**src/rtl/serial_add_arbiter.sv**
```systemverilog
// Two-client round-robin front end for a single bit-serial adder.
// The winner's operands are shifted through a half-adder pair LSB-first over WIDTH cycles.
module serial_add_arbiter #(
  parameter int WIDTH = 8
) (
  input  logic             clk,
  input  logic             rst_n,
  input  logic             req0,
  input  logic [WIDTH-1:0] a0,
  input  logic [WIDTH-1:0] b0,
  input  logic             req1,
  input  logic [WIDTH-1:0] a1,
  input  logic [WIDTH-1:0] b1,
  output logic [1:0]       gnt,
  output logic             busy,
  output logic             done,
  output logic [WIDTH-1:0] sum,
  output logic             cout
);

  localparam int CW = (WIDTH > 1) ? $clog2(WIDTH) : 1;
  localparam logic [CW-1:0] LAST = CW'(WIDTH - 1);

  typedef enum logic [1:0] {IDLE, ADD, DONE} state_t;

  state_t           state_reg;
  logic [WIDTH-1:0] a_sh_reg;
  logic [WIDTH-1:0] b_sh_reg;
  logic [WIDTH-1:0] sum_sh_reg;
  logic             carry_reg;
  logic [CW-1:0]    count_reg;
  logic             ptr_reg;

  logic             ha1_s, ha1_c, ha2_c;
  logic             bit_sum, carry_next;
  logic [WIDTH-1:0] sum_sh_next;
  logic             pick1;

  always_comb begin
    ha1_s       = a_sh_reg[0] ^ b_sh_reg[0];
    ha1_c       = a_sh_reg[0] & b_sh_reg[0];
    bit_sum     = ha1_s ^ carry_reg;
    ha2_c       = ha1_s & carry_reg;
    carry_next  = ha1_c | ha2_c;
    // New bits enter at the MSB so the first (LSB) result ends up in bit 0.
    sum_sh_next = sum_sh_reg >> 1;
    sum_sh_next[WIDTH-1] = bit_sum;
    // On a tie, the requester not served last wins.
    pick1       = req1 & (~req0 | ~ptr_reg);
  end

  always_ff @(posedge clk or negedge rst_n) begin
    if (!rst_n) begin
      state_reg  <= IDLE;
      a_sh_reg   <= '0;
      b_sh_reg   <= '0;
      sum_sh_reg <= '0;
      carry_reg  <= 1'b0;
      count_reg  <= '0;
      ptr_reg    <= 1'b1;
      gnt        <= 2'b00;
      busy       <= 1'b0;
      done       <= 1'b0;
      sum        <= '0;
      cout       <= 1'b0;
    end else begin
      done <= 1'b0;
      case (state_reg)
        IDLE: begin
          if (req0 | req1) begin
            a_sh_reg  <= pick1 ? a1 : a0;
            b_sh_reg  <= pick1 ? b1 : b0;
            carry_reg <= 1'b0;
            count_reg <= '0;
            gnt       <= pick1 ? 2'b10 : 2'b01;
            ptr_reg   <= pick1;
            busy      <= 1'b1;
            state_reg <= ADD;
          end
        end
        ADD: begin
          a_sh_reg   <= a_sh_reg >> 1;
          b_sh_reg   <= b_sh_reg >> 1;
          sum_sh_reg <= sum_sh_next;
          carry_reg  <= carry_next;
          count_reg  <= count_reg + 1'b1;
          if (count_reg == LAST) begin
            count_reg <= '0;
            sum       <= sum_sh_next;
            cout      <= carry_next;
            done      <= 1'b1;
            state_reg <= DONE;
          end
        end
        DONE: begin
          gnt       <= 2'b00;
          busy      <= 1'b0;
          state_reg <= IDLE;
        end
        default: state_reg <= IDLE;
      endcase
    end
  end

endmodule

```
**config.mk**
```make
export PLATFORM = sky130hd
export DESIGN_NAME = serial_add_arbiter
export DESIGN_NICKNAME = d
export VERILOG_FILES = /design/src/rtl/serial_add_arbiter.sv
export SDC_FILE = /design/constraint.sdc
export NUM_CORES = 1
export LEC_CHECK = 0
export BUFFER_PORTS_ARGS = -buffer_cell sky130_fd_sc_hd__buf_2
export CAP_MARGIN = 20
export CORE_MARGIN = 8
export CORE_UTILIZATION = 52
export CTS_CLUSTER_SIZE = 20
export DETAILED_ROUTE_END_ITERATION = 10
export GPL_ROUTABILITY_DRIVEN = 0
export PLACE_DENSITY = 0.78
export SLEW_MARGIN = 20
export SYNTH_ARGS = -nofsm -noshare
export SYNTH_HDL_FRONTEND = slang
export SYNTH_SLANG_ARGS = --single-unit
```
**constraint.sdc**
```tcl
create_clock -name clk -period 1.69 [get_ports clk]
set_clock_uncertainty 0.15 [all_clocks]
set_input_delay 0.169 -clock clk [delete_from_list [all_inputs] [get_ports clk]]
set_output_delay 0.169 -clock clk [all_outputs]
set_load 0.005 [all_outputs]
```
==> results of run 1 <==
==> stage by stage <==
stage,power [mW],util (%)
2_1_floorplan,2.73,-
5_1_grt,4.16,69.2
3_3_place_gp,3.10,61.8
6_report,3.90,69.2
3_5_place_dp,3.20,61.8
4_1_cts,3.91,69.0
==> cells by family after synthesis <==
| group | count (synthesis) |
|---|---|
| DFF | 43 |
| AOI/OAI and AO/OA | 41 |
| and+or+nand+nor | 30 |
| buffers and inverters | 16 |
| muxes | 16 |
| adders and majority gates | 3 |
==> cell type report <==
class,count,area [um2],area share [%]
timing repair buffer,73,495,19.5
clock buffer,5,68.8,2.71
clock inverter,3,23.8,0.938
tap,48,60.1,2.37
inverter,3,11.3,0.444
multi-input combinational,90,798,31.5
sequential,43,1080,42.5
==> path summary, 6_finish.rpt <==
kind | slack [ns] | start | end
max | 0.08 | count_reg[0]$_DFFE_PN0P_ | sum[5]$_DFFE_PN0P_
min | 0.01 | req1 | ptr_reg$_DFFE_PN1P_
max reg2reg | 0.08 | count_reg[0]$_DFFE_PN0P_ | sum[5]$_DFFE_PN0P_
min reg2reg | 0.36 | sum[1]$_DFFE_PN0P_ | sum[1]$_DFFE_PN0P_
max in group asynchronous | 0.72 | rst_n | sum[2]$_DFFE_PN0P_
min in group asynchronous | 0.14 | rst_n | gnt[0]$_DFFE_PN0P_
==> layer usage <==
layer | share of wire (%) | wire [um] | global-route usage [%] | up-vias
met4 | 2.3 | 112 | 5.85 | 0
met1 | 41 | 2000 | 19.8 | 775
li1 | - | - | - | 706
met2 | 51 | 2470 | 26.6 | 52
met5 | 0 | 0 | 0 | -
met3 | 5.2 | 253 | 5.18 | 14
==> power by group through the flow <==
stage	Combinational, mW	Clock, mW	Sequential, mW
2_1_floorplan	1.03	0	1.69
3_3_place_gp	1.38	0	1.72
3_5_place_dp	1.45	0	1.75
4_1_cts	1.50	0.685	1.73
5_1_grt	1.63	0.733	1.79
6_report	1.49	0.674	1.73
==> cells in the mapped netlist (all sizes together) (3+ instances only) <==
master,instances
mux2,16
a221o,16
nor2,6
and2,14
nand2,3
inv,3
buf,13
dfrtp,42
a22o,4
a32o,14
==> what timing repair did <==
action,in CTS,in global routing
hold buffers,17,0
setup buffers,0,0
gates resized for setup,0,3
setup endpoints to repair,0,5
hold endpoints to repair,59,0
==> worst max-delay path: stages, from the launching register on <==
cell     delay [ns]
dfrtp_1        0.39
ha_1           0.16
ha_2           0.22
nand2_4        0.10
inv_1          0.13
mux2_2         0.35
==> results.ini, run 1 <==
[place]
post-place-cells = 240
dpl_cell_area_um2 = 2260
post-place-ws_ns = 0.0501
dp_hpwl_um = 3230
portBuffers = 48

[drt]
dr.pass1.iters = 4
num_vias = 1547
drt_wl_total_um = 4840
drtAntennaViolNets = 0
viasPerCell = 5.84
wire_per_inst_um = 18.3
drt_iter0_markers = 83
drc = 0

[clock_tree]
cts_tree = done
cts_buffers = 5
worst_skew_pair.late_latency_ns = 0.30
cts_sinks = 43
clockBufferDepth = 2
clk_pin_slew_ns = 0.09
htree_levels = 2
cts_root_buf = clkbuf_8

[power]
p_leak_nw = 1.23
p_int_mw = 2.60
sw_frac_of_total_pct = 33.3
power_frac_comb_pct = 38.3
vdd_drop_max_mv = 1.05
pwr_density_cell_nw_per_um2 = 1540
p_clk_share_pct = 17.3
seqPwrFrac_pct = 44.4
switching_power_mw = 1.30

[logic_synthesis]
ys_seq_area_share_pct = 54.3
synth_top_family_by_area = compound AO/OA/AOI/OAI gates
synth_area_um2 = 1990
synth.area.top_cells = dfrtp_1, mux2_2, a221o_1
synth-simple-area-share_pct = 9.26
synth.avg_cell_area_um2 = 13.3
synth_top_area_share_pct = 52.9
yosys_register_bits = 43
synth-compound-area-share_pct = 19.0
synth-main-ff-cell = dfrtp_1
synth-edff-count = 0
synth-xor-area-share_pct = 0
synth_cell_types = 29
synth.area.mux_share_pct = 9.07
postSynthCellCount = 149
synthAdderAreaFrac_pct = 2.27
synthArstFlopShare_pct = 100
synth_fp_nets = 188
ys.warnings.count = 0
synth_top_cell_by_area = dfrtp_1

[die]
coreArea_um2 = 3660
die_h_um = 77.8
ios = 49
start_util_pct = 54.2
dieWidth_um = 77.8
dieArea_um2 = 6050
num_rows = 22

[sta]
period_share_pct = 95.1
setup_viol = 0
slew_headroom_pct = 72.7
postLayoutSetupSlackWorst_ns = 0.0826
fmax_ghz = 0.622
finalHoldViolations = 0
drv_slew = 0
holdWs_ns = 0.0134
worst_slew_pin_slew_ns = 0.410
rsz0062_at_grt = no
fin_crit_ns = 1.61
fin_setup_tns_ns = 0

[layout]
area_delta_synth_final_pct = 27.7
final_cells = 265
drive_above_1_share_pct = 40.1
layout_common_cells = buf_2, dfrtp_1, dlygate4sd3_1, a221o_1, mux2_2
fill_cells = 270
antenna_cells = 0
final_area_um2 = 2530
final_common_cell = buf_2
finalNetCount = 255

[global_routing]
gr-usage-all-layers_pct = 16.4
gr-total-overflow = 0
antenna_found_initial = 0
grt_max_degree = 22
grt_pass1_vias = 1625
grt_pass1_wl_um = 8030

[critical_path]
critPathLaunchType = flip-flop
cp_max_fo = 8
timing_worst_setup_path_type = reg -> reg
worstPathRequired_ns = 1.73
arrival_ns = 1.64
reg2reg_depth = 5
end_kind = flip-flop

[worst_hold_path]
min_path_type = in -> reg
hold_path_depth = 3

[status]
outcome = finished clean

[flow_run]
drv_cap = 0

No activity file was read; power rests on OpenSTA's default activity.
==> inputs of run 2 (changes only) <==
--- a/config.mk
+++ b/config.mk
@@ -8,11 +8,11 @@
 export BUFFER_PORTS_ARGS = -buffer_cell sky130_fd_sc_hd__buf_2
 export CAP_MARGIN = 20
 export CORE_MARGIN = 8
-export CORE_UTILIZATION = 52
+export CORE_UTILIZATION = 50
 export CTS_CLUSTER_SIZE = 20
 export DETAILED_ROUTE_END_ITERATION = 10
 export GPL_ROUTABILITY_DRIVEN = 0
-export PLACE_DENSITY = 0.78
+export PLACE_DENSITY = 0.76
 export SLEW_MARGIN = 20
 export SYNTH_ARGS = -nofsm -noshare
 export SYNTH_HDL_FRONTEND = slang
==> results.ini, run 2 (synthesized netlist as in run 1, its figures left out) <==
[sta]
period_share_pct = 95.5
drv_slew = 0
fin_setup_tns_ns = 0
slew_headroom_pct = 69.0
finalHoldViolations = 0
rsz0062_at_grt = no
setup_viol = 0
fin_crit_ns = 1.61
fmax_ghz = 0.620
worst_slew_pin_slew_ns = 0.465

[drt]
drc = 0
viasPerCell = 5.71
wire_per_inst_um = 18.6
drt-met1-wl_um = 2050
drt_iter0_markers = 96
dr.pass1.iters = 4
met3RoutedLength_um = 306
drtAntennaViolNets = 0
wl_met2_um = 2560
drt_wl_total_um = 5040
top_layer = met4
num_vias = 1547

[power]
pwr_density_cell_nw_per_um2 = 1610
total_power_mw = 4.17
p_leak_nw = 1.27
vdd_drop_max_mv = 1.02

[global_routing]
grt_max_degree = 26
gr-total-overflow = 0
gr-usage-all-layers_pct = 16.5
grt_pass1_vias = 1742
grt_pass1_wl_um = 8180
antenna_found_initial = 0

[die]
dieWidth_um = 79.0
ios = 49
die_h_um = 79.0
coreArea_um2 = 3910
num_rows = 23
start_util_pct = 50.7
dieArea_um2 = 6240

[clock_tree]
clockBufferDepth = 2
htree_levels = 2
clk_pin_slew_ns = 0.08
cts_sinks = 43
cts_tree = done
worst_skew_pair.late_latency_ns = 0.30
cts_buffers = 5
cts_root_buf = clkbuf_8

[critical_path]
arrival_ns = 1.65
end_kind = flip-flop
critPathLaunchType = flip-flop
max_stage_delay_ns = 0.38
cp_max_fo = 8
crit_chain = ha_1 -> ha_2 -> nand2_4 -> inv_1 -> mux2_2
cp_top_family = adder cells
timing_worst_setup_path_type = reg -> reg
cp.buffers_inverters = 1
critPathSlowestCell = dfrtp_1
worstPathRequired_ns = 1.73

[flow_run]
drv_cap = 0

[layout]
final_common_cell = buf_2
area_delta_synth_final_pct = 30.6
fill_cells = 326
layout_common_cells = buf_2, dfrtp_1, dlygate4sd3_1, a221o_1, mux2_2
drive_above_1_share_pct = 40.7
final_cells = 271
finalNetCount = 259
antenna_cells = 0

[status]
outcome = finished clean

[place]
portBuffers = 48
post-place-cells = 246
dp_hpwl_um = 3500

[worst_hold_path]
min_path_type = in -> reg

-- run 2: changes by cell type in the layout (fill, tap and decap cells not counted) --
cell / delta
buf_4: +5
bufinv_16: +2
a21o_1: +1
a21o_2: -1
buf_12: -1
clkinvlp_4: -1
inv_6: -1
nor2b_2: +1
nor2b_4: -1
-- run 2: power by group --
| part | total [mW] | internal, mW | switching (mW) |
|---|---|---|---|
| combinational | 1.50 | 0.839 | 0.664 |
| sequential | 1.73 | 1.47 | 0.265 |
| clock | 0.941 | 0.589 | 0.352 |
-- run 2: cell type report --
class / count / area [um2] / area share (%)
repair buffers: 77 / 513 / 19.8
inverters: 3 / 11.3 / 0.434
clock inverters: 3 / 67.6 / 2.61
flip-flops and latches: 43 / 1080 / 41.6
clock buffers: 5 / 68.8 / 2.65
well taps: 50 / 62.6 / 2.41
multi-input cells: 90 / 792 / 30.6
-- run 2: worst paths after layout --
path	start	end	slack, ns	cells past startpoint
setup / recovery	count_reg[0]$_DFFE_PN0P_	sum[4]$_DFFE_PN0P_	0.08	5
min in group asynchronous	rst_n	sum_sh_reg[7]$_DFFE_PN0P_	0.21	2
hold reg to reg	state_reg[0]$_DFFE_PN0P_	state_reg[0]$_DFFE_PN0P_	0.33	1
max in group asynchronous	rst_n	ptr_reg$_DFFE_PN1P_	0.61	3
hold / removal	req0	ptr_reg$_DFFE_PN1P_	0.04	2
setup reg to reg	count_reg[0]$_DFFE_PN0P_	sum[4]$_DFFE_PN0P_	0.08	5
-- run 2: timing repair --
action | CTS | global route
hold endpoints to repair | 34 | 0
setup endpoints to repair | 0 | 3
gates resized for setup | 0 | 1
hold buffers | 17 | 0
buffers inserted | 0 | 0
-- run 2: worst reg2reg max path, cell delays in order (launching register included) --
cell     delay (ns)
dfrtp_1        0.38
ha_1           0.17
ha_2           0.22
nand2_4        0.11
inv_1          0.14
mux2_2         0.35
-- run 2: metal layers --
metal	GRT usage [%]	vias up
met1	18.7	759
met2	27.9	63
met5	0	-
li1	-	712
met3	4.85	13
met4	7.96	0
-- run 2: per-stage QoR --
step                area [um2]  setup WS (ns)  utilization (%)  hold WS, ns
CTS                       2590         0.0297             66.2      0.00619
floorplan                 1990          0.127                -       -0.277
global placement          2280          0.138             58.3      -0.0250
finish                    2590         0.0760             66.2       0.0398
global route              2590       0.000831             66.2       0.0585
detailed placement        2280         0.0294             58.3     -0.00644
==> inputs of run 3 (changes only) <==
--- a/config.mk
+++ b/config.mk
@@ -8,11 +8,11 @@
 export BUFFER_PORTS_ARGS = -buffer_cell sky130_fd_sc_hd__buf_2
 export CAP_MARGIN = 20
 export CORE_MARGIN = 8
-export CORE_UTILIZATION = 50
+export CORE_UTILIZATION = 45
 export CTS_CLUSTER_SIZE = 20
 export DETAILED_ROUTE_END_ITERATION = 10
 export GPL_ROUTABILITY_DRIVEN = 0
-export PLACE_DENSITY = 0.76
+export PLACE_DENSITY = 0.69
 export SLEW_MARGIN = 20
 export SYNTH_ARGS = -nofsm -noshare
 export SYNTH_HDL_FRONTEND = slang
==> results.ini, run 3 (synthesized netlist as in run 1, its figures left out) <==
[layout]
seqCellArea_um2 = 1080
final_common_cell = buf_2
layout_common_cells = buf_2, dfrtp_1, dlygate4sd3_1, a221o_1, mux2_2
multi_input_area_um2 = 797
final_cells = 271
drive_above_1_share_pct = 39.9
final_area_um2 = 2580
fill_cells = 361
area_delta_synth_final_pct = 29.7
finalNetCount = 256

[drt]
drt-met1-wl_um = 1960
drc = 0
met3RoutedLength_um = 403
drt_iter0_markers = 107
dr.pass1.iters = 4
num_vias = 1529
drt_wl_total_um = 4820
top_layer = met4
wire_per_inst_um = 17.8
wl_met2_um = 2380
viasPerCell = 5.64
drtAntennaViolNets = 0

[sta]
drv_slew = 0
finalHoldViolations = 0
slew_headroom_pct = 78.4
period_share_pct = 92.5
worst_slew_pin_slew_ns = 0.324
fmax_ghz = 0.640
fin_setup_tns_ns = 0
postLayoutSetupSlackWorst_ns = 0.126
fin_crit_ns = 1.56
setup_viol = 0
holdWs_ns = 0.0213
rsz0062_at_grt = no

[power]
p_leak_nw = 1.25
vdd_drop_max_mv = 0.809
pwr_density_cell_nw_per_um2 = 1520

[clock_tree]
htree_levels = 2
cts_tree = done
cts_root_buf = clkbuf_8
cts_buffers = 5
clockBufferDepth = 2
worst_skew_pair.late_latency_ns = 0.30
clk_pin_slew_ns = 0.08
cts_sinks = 43

[critical_path]
worstPathRequired_ns = 1.72
arrival_ns = 1.60
end_kind = flip-flop
cp_max_fo = 14
critPathLaunchType = flip-flop
timing_worst_setup_path_type = reg -> reg

[global_routing]
gr-usage-all-layers_pct = 15.1
grt_pass1_vias = 1645
gr-total-overflow = 0
antenna_found_initial = 0
grt_max_degree = 32
grt_pass1_wl_um = 7890

[die]
dieWidth_um = 82.4
num_rows = 24
start_util_pct = 46.2
die_h_um = 82.4
coreArea_um2 = 4290
dieArea_um2 = 6790
ios = 49

[worst_hold_path]
min_path_type = in -> reg

[place]
portBuffers = 48
post-place-cells = 244
dpl_cell_area_um2 = 2290
post-place-ws_ns = 0.0280
dp_hpwl_um = 3370

[status]
outcome = finished clean

[flow_run]
drv_cap = 0

==> run 3: cell count changes in the layout (fill, tap and decap cells not counted) <==
| cell | previous run | this run |
|---|---|---|
| inv_6 | 0 | 1 |
| dlygate4sd3_1 | 17 | 18 |
| diode_2 | 0 | 1 |
| buf_4 | 11 | 4 |
| nor2b_4 | 0 | 1 |
| nor2b_2 | 1 | 0 |
| buf_12 | 1 | 4 |
| inv_2 | 0 | 1 |
| bufinv_16 | 2 | 0 |
| clkinvlp_4 | 1 | 2 |
| inv_1 | 3 | 2 |
==> run 3: critical path, cell delays in order (launching register included) <==
cell     delay (ns)
dfrtp_1        0.45
nor2b_4        0.18
buf_4          0.20
a32o_1         0.21
a221o_1        0.27
==> run 3: layer usage <==
metal | up-vias | global-route usage (%)
met5 | - | 0
met4 | 0 | 5.96
met2 | 51 | 24.0
met1 | 762 | 18.5
li1 | 706 | -
met3 | 10 | 5.09
==> run 3: cell type report <==
| type | count | share of cell area, % |
|---|---|---|
| Antenna cell | 1 | 0.0971 |
| Clock buffer | 5 | 2.67 |
| Clock inverter | 3 | 0.923 |
| Inverter | 3 | 0.437 |
| Multi-Input combinational cell | 90 | 30.9 |
| Sequential cell | 43 | 41.8 |
| Tap cell | 52 | 2.53 |
| Timing Repair Buffer | 74 | 20.6 |
==> run 3: path summary, 6_finish.rpt <==
path,start,end,slack (ns),depth (start not counted)
worst max-delay path,state_reg[0]$_DFFE_PN0P_,b_sh_reg[6]$_DFFE_PN0P_,0.13,4
worst min-delay path,req1,ptr_reg$_DFFE_PN1P_,0.02,3
worst max register to register,state_reg[0]$_DFFE_PN0P_,b_sh_reg[6]$_DFFE_PN0P_,0.13,4
worst min register to register,sum[0]$_DFFE_PN0P_,sum[0]$_DFFE_PN0P_,0.36,1
max in group asynchronous,rst_n,ptr_reg$_DFFE_PN1P_,0.71,3
min in group asynchronous,rst_n,a_sh_reg[1]$_DFFE_PN0P_,0.15,2
==> run 3: power by group <==
group / internal [mW] / switching, mW
clock: 0.295 / 0.362
combinational: 0.873 / 0.650
sequential: 1.47 / 0.274
==> run 3: what timing repair did <==
action                                  CTS  global route
hold buffers                             18             0
endpoints found under the setup margin    0             7
hold endpoints to repair                 59             0
setup buffers                             0             0
gates resized for setup                   0             3
==> run 3: through the flow <==
step / utilization (%) / power [mW]
floorplan: - / 2.73
global placement: 53.4 / 3.15
detailed placement: 53.4 / 3.25
CTS: 59.8 / 3.97
global route: 59.9 / 4.21
finish: 60.0 / 3.92
